**config.mk**
```make
export PLATFORM = sky130hd
export DESIGN_NAME = lda_coef_loader
export DESIGN_NICKNAME = d
export VERILOG_FILES = /design/src/rtl/lda_pkg.sv /design/src/rtl/lda_chk_acc.sv /design/src/rtl/lda_coef_loader.sv
export SDC_FILE = /design/constraint.sdc
export NUM_CORES = 1
export LEC_CHECK = 0
export BUFFER_PORTS_ARGS = -buffer_cell sky130_fd_sc_hd__buf_2
export CORE_UTILIZATION = 54
export CTS_BUF_LIST = sky130_fd_sc_hd__clkbuf_8
export CTS_CLUSTER_DIAMETER = 80
export DETAILED_ROUTE_END_ITERATION = 8
export PLACE_DENSITY_LB_ADDON = 0.12
export SETUP_SLACK_MARGIN = 0.2
export SLEW_MARGIN = 10
export SYNTH_ARGS = -nofsm -noshare
export SYNTH_HDL_FRONTEND = slang
export SYNTH_SLANG_ARGS = --single-unit
```
**constraint.sdc**
```tcl
create_clock -name clk_i -period 1.85 [get_ports clk_i]
set_clock_uncertainty 0.2 [all_clocks]
set_input_delay 0 -clock clk_i [delete_from_list [all_inputs] [get_ports clk_i]]
set_output_delay 0 -clock clk_i [all_outputs]
set_load 0.01 [all_outputs]
```
**src/rtl/lda_pkg.sv**
```systemverilog
// Shared LDA dimensions, coefficient type and loader state encoding.
// Imported by the loader and the classifier so sizes cannot diverge.
package lda_pkg;

    localparam int         DIMS    = 6;
    localparam int         CLASSES = 3;
    localparam int         NUM_W   = DIMS * CLASSES;
    localparam logic [7:0] LDA_HDR = 8'hA5;

    typedef logic [7:0] coef_t;

    typedef enum logic [2:0] {
        IDLE    = 3'd0,
        WEIGHTS = 3'd1,
        THRESH  = 3'd2,
        CHECK   = 3'd3,
        COMMIT  = 3'd4
    } ld_state_t;

endpackage

```
**src/rtl/lda_chk_acc.sv**
```systemverilog
// 8-bit running-sum accumulator for the frame checksum.
// Only built when LDA_LOADER_CHECKSUM_EN is defined.
`ifdef LDA_LOADER_CHECKSUM_EN
module lda_chk_acc (
    input  logic       clk_i,
    input  logic       rstn_i,
    input  logic       clr_i,
    input  logic       add_i,
    input  logic [7:0] data_i,
    output logic [7:0] sum_o
);

    logic [7:0] r_sum;

    always_ff @(posedge clk_i or negedge rstn_i) begin
        if (!rstn_i) begin
            r_sum <= 8'h00;
        end else if (clr_i) begin
            r_sum <= 8'h00;
        end else if (add_i) begin
            r_sum <= r_sum + data_i;
        end
    end

    assign sum_o = r_sum;

endmodule
`endif

```
**src/rtl/lda_coef_loader.sv**
```systemverilog
// LDA coefficient loader: byte-serial frame -> shadow regs -> atomic commit.
// Optional trailing checksum byte enabled by LDA_LOADER_CHECKSUM_EN.
module lda_coef_loader #(
    parameter int         DIMS    = lda_pkg::DIMS,
    parameter int         CLASSES = lda_pkg::CLASSES,
    parameter logic [7:0] HDR     = lda_pkg::LDA_HDR
) (
    input  logic                              clk_i,
    input  logic                              rstn_i,
    input  logic                              s_valid_i,
    output logic                              s_ready_o,
    input  logic [7:0]                        s_data_i,
    input  logic                              abort_i,
    output logic [DIMS-1:0][CLASSES-1:0][7:0] w_o,
    output logic [CLASSES-1:0][7:0]           c_o,
    output logic                              coef_valid_o,
    output logic                              load_done_o,
    output logic                              err_o,
    output logic                              busy_o
);
    import lda_pkg::*;

    localparam int NW = DIMS * CLASSES;
    localparam int IW = (NW > 1) ? $clog2(NW) : 1;
    localparam int CW = (CLASSES > 1) ? $clog2(CLASSES) : 1;

    ld_state_t           r_state;
    ld_state_t           w_next;
    logic [IW-1:0]       r_idx;
    coef_t [NW-1:0]      r_wsh;
    coef_t [CLASSES-1:0] r_csh;

    logic w_fire;
    logic w_abort;
    logic w_take;
    logic w_last_w;
    logic w_last_c;
    logic w_hdr;

    assign w_fire   = s_valid_i && s_ready_o;
    assign w_abort  = abort_i && (r_state != COMMIT);
    assign w_take   = w_fire && !w_abort;
    assign w_last_w = (r_idx == IW'(NW - 1));
    assign w_last_c = (r_idx == IW'(CLASSES - 1));
    assign w_hdr    = (s_data_i == HDR);

`ifdef LDA_LOADER_CHECKSUM_EN
    logic [7:0] w_sum;
    logic       w_chk_ok;

    lda_chk_acc u_acc (
        .clk_i  (clk_i),
        .rstn_i (rstn_i),
        .clr_i  (w_take && (r_state == IDLE)),
        .add_i  (w_take && ((r_state == WEIGHTS) || (r_state == THRESH))),
        .data_i (s_data_i),
        .sum_o  (w_sum)
    );

    // The check byte itself completes the sum; a good frame lands on zero.
    assign w_chk_ok = (8'(w_sum + s_data_i) == 8'h00);
`endif

    always_ff @(posedge clk_i or negedge rstn_i) begin
        if (!rstn_i) begin
            r_state <= IDLE;
        end else begin
            r_state <= w_next;
        end
    end

    always_comb begin
        w_next = r_state;
        unique case (r_state)
            IDLE: begin
                if (w_take && w_hdr) w_next = WEIGHTS;
            end
            WEIGHTS: begin
                if (w_take && w_last_w) w_next = THRESH;
            end
            THRESH: begin
                if (w_take && w_last_c) begin
`ifdef LDA_LOADER_CHECKSUM_EN
                    w_next = CHECK;
`else
                    w_next = COMMIT;
`endif
                end
            end
`ifdef LDA_LOADER_CHECKSUM_EN
            CHECK: begin
                if (w_take) w_next = w_chk_ok ? COMMIT : IDLE;
            end
`endif
            COMMIT:  w_next = IDLE;
            default: w_next = IDLE;
        endcase
        if (w_abort) w_next = IDLE;
    end

    always_comb begin
        s_ready_o = (r_state != COMMIT);
        busy_o    = (r_state != IDLE);
    end

    always_ff @(posedge clk_i or negedge rstn_i) begin
        if (!rstn_i) begin
            r_idx <= '0;
            r_wsh <= '0;
            r_csh <= '0;
        end else if (w_take) begin
            unique case (r_state)
                IDLE: r_idx <= '0;
                WEIGHTS: begin
                    r_wsh[r_idx] <= s_data_i;
                    r_idx        <= w_last_w ? '0 : r_idx + IW'(1);
                end
                THRESH: begin
                    r_csh[r_idx[CW-1:0]] <= s_data_i;
                    r_idx                <= w_last_c ? '0 : r_idx + IW'(1);
                end
                default: ;
            endcase
        end
    end

    // Shadow layout k = i*CLASSES + j matches the packed w_o[i][j] order.
    always_ff @(posedge clk_i or negedge rstn_i) begin
        if (!rstn_i) begin
            w_o          <= '0;
            c_o          <= '0;
            coef_valid_o <= 1'b0;
            load_done_o  <= 1'b0;
            err_o        <= 1'b0;
        end else begin
            load_done_o <= (r_state == COMMIT);
            if (r_state == COMMIT) begin
                w_o          <= r_wsh;
                c_o          <= r_csh;
                coef_valid_o <= 1'b1;
                err_o        <= 1'b0;
            end else if (w_take && (r_state == IDLE) && !w_hdr) begin
                err_o <= 1'b1;
            end
`ifdef LDA_LOADER_CHECKSUM_EN
            else if (w_take && (r_state == CHECK) && !w_chk_ok) begin
                err_o <= 1'b1;
            end
`endif
        end
    end

endmodule

```
==> results.txt <==
status: complete, but fails checks
violated checks: setup timing
Hold WC Path Type: primary input to flop
Setup crit start kind: flop
mapped cell area: 0.0133 mm2
Sw Pwr: 3430 uW
Syn Area/Cell: 11.4 um2
cell type of the slowest stage on the worst timing path: dfrtp_2
CP endpoint kind: flop
pin count of the biggest net entering global routing: 68
Critical Path Max Stage Delay: 410 ps
global route overflow: 0
Yosys warnings: 0
Final #Nets: 1538
Routed Antenna Nets: 0
Most used DFF post-synth: dfrtp_1
cts bufs inserted: 53
critical-path cell list: buf_6 -> ha_4 -> nand4b_1 -> nor3_4 -> buf_6 -> nand2_4 -> mux2_2
Net Sw Frac: 0.228
Synth Register Bits: 347
CP Data Required Time: 2100 ps
die area: 0.0253 mm2
vias in the first global route: 10500
Max-Cap Viols: 0
Longest Clk Path Bufs: 3
H-tree depth: 2
number of flops mapped to enable cells by yosys: 0
Rows: 57
Netlist cell types: 40
Placer Congestion: 0.827
sequential fraction of design power: 0.507
Post-Route WL: 47.0 mm
first-pass GRT wire length: 59.6 mm
Vias: 10800
CP max FO: 8
depth of the worst register-to-register path: 7
setup TNS: -23570 ps
Initial DRC Count: 725
endpoints failing setup: 223
worst hold margin: 147 ps
Die X-Extent: 159 um
Final HPWL DP: 18.7 mm
CP most frequent cell: buf_6
R2R Setup Slk: -290 ps
P_int: 11600 uW
core area: 0.0242 mm2
Syn Nets: 1180
top post-synthesis cells by area: dfrtp_1, nand2_1, mux2_2
clock power share: 0.468
worst hold path depth: 3
fmax: 468 MHz
initial antenna violation count: 0
Initial Util: 0.549
clock latency on the worst-skew pair: 570 ps
RR Endpoint: r_wsh[76]$_DFFE_PN0P_
Clock transition at path regs: 80 ps
vias per cell: 5.72
Final period util: 1.16
Cell Pwr Density: 726 mW/mm2
Leakage: 0.0122 uW
DRC: 0
fill count: 1058
Worst EP arrival: 2390 ps
final worst path period need: 2140 ps
n_diodes: 0
Final WS setup: -287 ps
Buf/Inv on CP: 2
CTS sink cnt: 347
layout cells sized above 1: 0.615
peak supply drop: 0.634 mV
DRT Pass-1 Iters: 7
final hold vios: 0
share of the synthesized area in the top cell type: 0.652
Worst Hold Path EP: r_state[1]$_DFFE_PN0P_
post-synth top area cell: dfrtp_1
Ports: 185
pre-CTS WS: -311 ps
combinational share of power: 0.026
Slew @ Worst Pin: 630 ps
Layout area overhead: 55.5%
CP Class: flop to flop
CTS tree: built
DIE HEIGHT: 159 um
max_slew headroom: 0.574
Crit path max-delay family: simple AND/OR/NAND/NOR gates
HP Start: abort_i
post-synthesis sequential area ratio: 0.652
port bufs: 184
Slew Viols, Final: 0
critical path depth in cells: 7
CTS root buf: clkbuf_8
asr flop ratio synth: 1.00
RSZ-0062 raised after global routing: true
Mapped Cells: 1164
FF-to-FF Start: r_idx[0]$_DFFE_PN0P_
drt wl/cell: 24.8 um
global-route usage over all layers: 0.307
metrics by stage:
step | total power (uW) | util | cells | area [um2]
final | 15000 | 0.854 | 1890 | 20700
after floorplan | 7810 | - | 1164 | 13500
after CTS | 14900 | 0.764 | 1847 | 18500
after detailed placement | 8090 | 0.628 | 1670 | 15200
after global placement | 8090 | 0.628 | 1670 | 15200
after global routing | 15400 | 0.854 | 1890 | 20700
worst max-delay path by stage:
stage | startpoint | to
3_5_place_dp | r_idx[1]$_DFFE_PN0P_ | r_wsh[103]$_DFFE_PN0P_
2_1_floorplan | r_idx[1]$_DFFE_PN0P_ | r_wsh[104]$_DFFE_PN0P_
4_1_cts | r_idx[0]$_DFFE_PN0P_ | r_idx[3]$_DFFE_PN0P_
5_1_grt | r_idx[0]$_DFFE_PN0P_ | r_wsh[76]$_DFFE_PN0P_
3_3_place_gp | r_idx[1]$_DFFE_PN0P_ | r_wsh[100]$_DFFE_PN0P_
6_report | r_idx[0]$_DFFE_PN0P_ | r_wsh[76]$_DFFE_PN0P_
cell families after synthesis:
family / share of synthesized area
AO/OA/AOI/OAI: 0.00686
adder cells (fa/ha/maj): 0.00376
buffers and inverters: 0.0211
flip-flops: 0.652
multiplexers: 0.142
AND/OR/NAND/NOR: 0.174
layout by cell type (no fill, tap or decap), drive strengths merged, types with 2 or more instances in the layout:
| cell type | count |
|---|---|
| clkinv | 6 |
| o31ai | 2 |
| dlygate4sd3 | 12 |
| nand2b | 4 |
| nor2 | 3 |
| buf | 337 |
| nor4bb | 3 |
| clkinvlp | 2 |
| nor2b | 2 |
| inv | 14 |
| ha | 4 |
| nand2 | 533 |
| o21ai | 2 |
| nand3 | 2 |
| and2 | 4 |
| mux2 | 168 |
| and3 | 3 |
| nor3 | 3 |
| a2bb2oi | 2 |
| nor3b | 4 |
| clkbuf | 95 |
| and3b | 2 |
| dfrtp | 347 |
what timing repair did:
item	4_1_cts	5_1_grt
cloned	28	17
setup endpoints to repair	347	348
setup buffers	38	26
resized for setup	209	438
endpoints found under the hold margin	521	0
pin swaps	69	275
hold buffers	12	0
state kept, by name (all words and copies together), names as in the netlist:
register	count
r_idx	5
coef_valid_o	1
r_state	3
load_done_o	1
err_o	1
r_wsh	144
c_o	24
r_csh	24
w_o	144
cell usage after synthesis (all sizes together) (2+ instances only):
library cell / n
and3b: 2
clkbuf: 34
mux2: 168
nor2b: 2
dfrtp: 347
ha: 4
nand2b: 4
inv: 3
o21ai: 2
nor3b: 4
a2bb2oi: 2
and2: 4
nor4bb: 3
o31ai: 2
and3: 3
nand3: 2
nand2: 533
buf: 28
nor3: 3
nor2: 3
layer usage:
metal	GRT usage	up-vias	routed length [um]
met3	0.0560	161	2990
met2	0.509	546	24200
met4	0.109	0	2150
li1	-	4504	-
met1	0.411	5609	17600
met5	0	-	0
tightest hold or removal path: stages:
cell,delay (ps)
dlygate4sd3_1,560
buf_2,200
o41ai_1,120
area by class of cell:
type                    count  area, um2  area share
flip-flops and latches    347       8690       0.420
multi-input cells         752       6490       0.313
repair buffers            365       3890       0.188
clock buffers              79       1090      0.0525
well taps                 324        405      0.0196
clock inverters            20        116     0.00562
inverters                   3       27.5     0.00133
power by group through the flow:
| stage | clock, uW | sequential (uW) | combinational (uW) |
|---|---|---|---|
| global route | 7390 | 7610 | 416 |
| CTS | 6950 | 7610 | 368 |
| finish | 7030 | 7620 | 384 |
| floorplan | 0 | 7750 | 61.5 |
| detailed placement | 0 | 7750 | 342 |
| global placement | 0 | 7750 | 340 |
No activity file was read; power rests on OpenSTA's default activity.
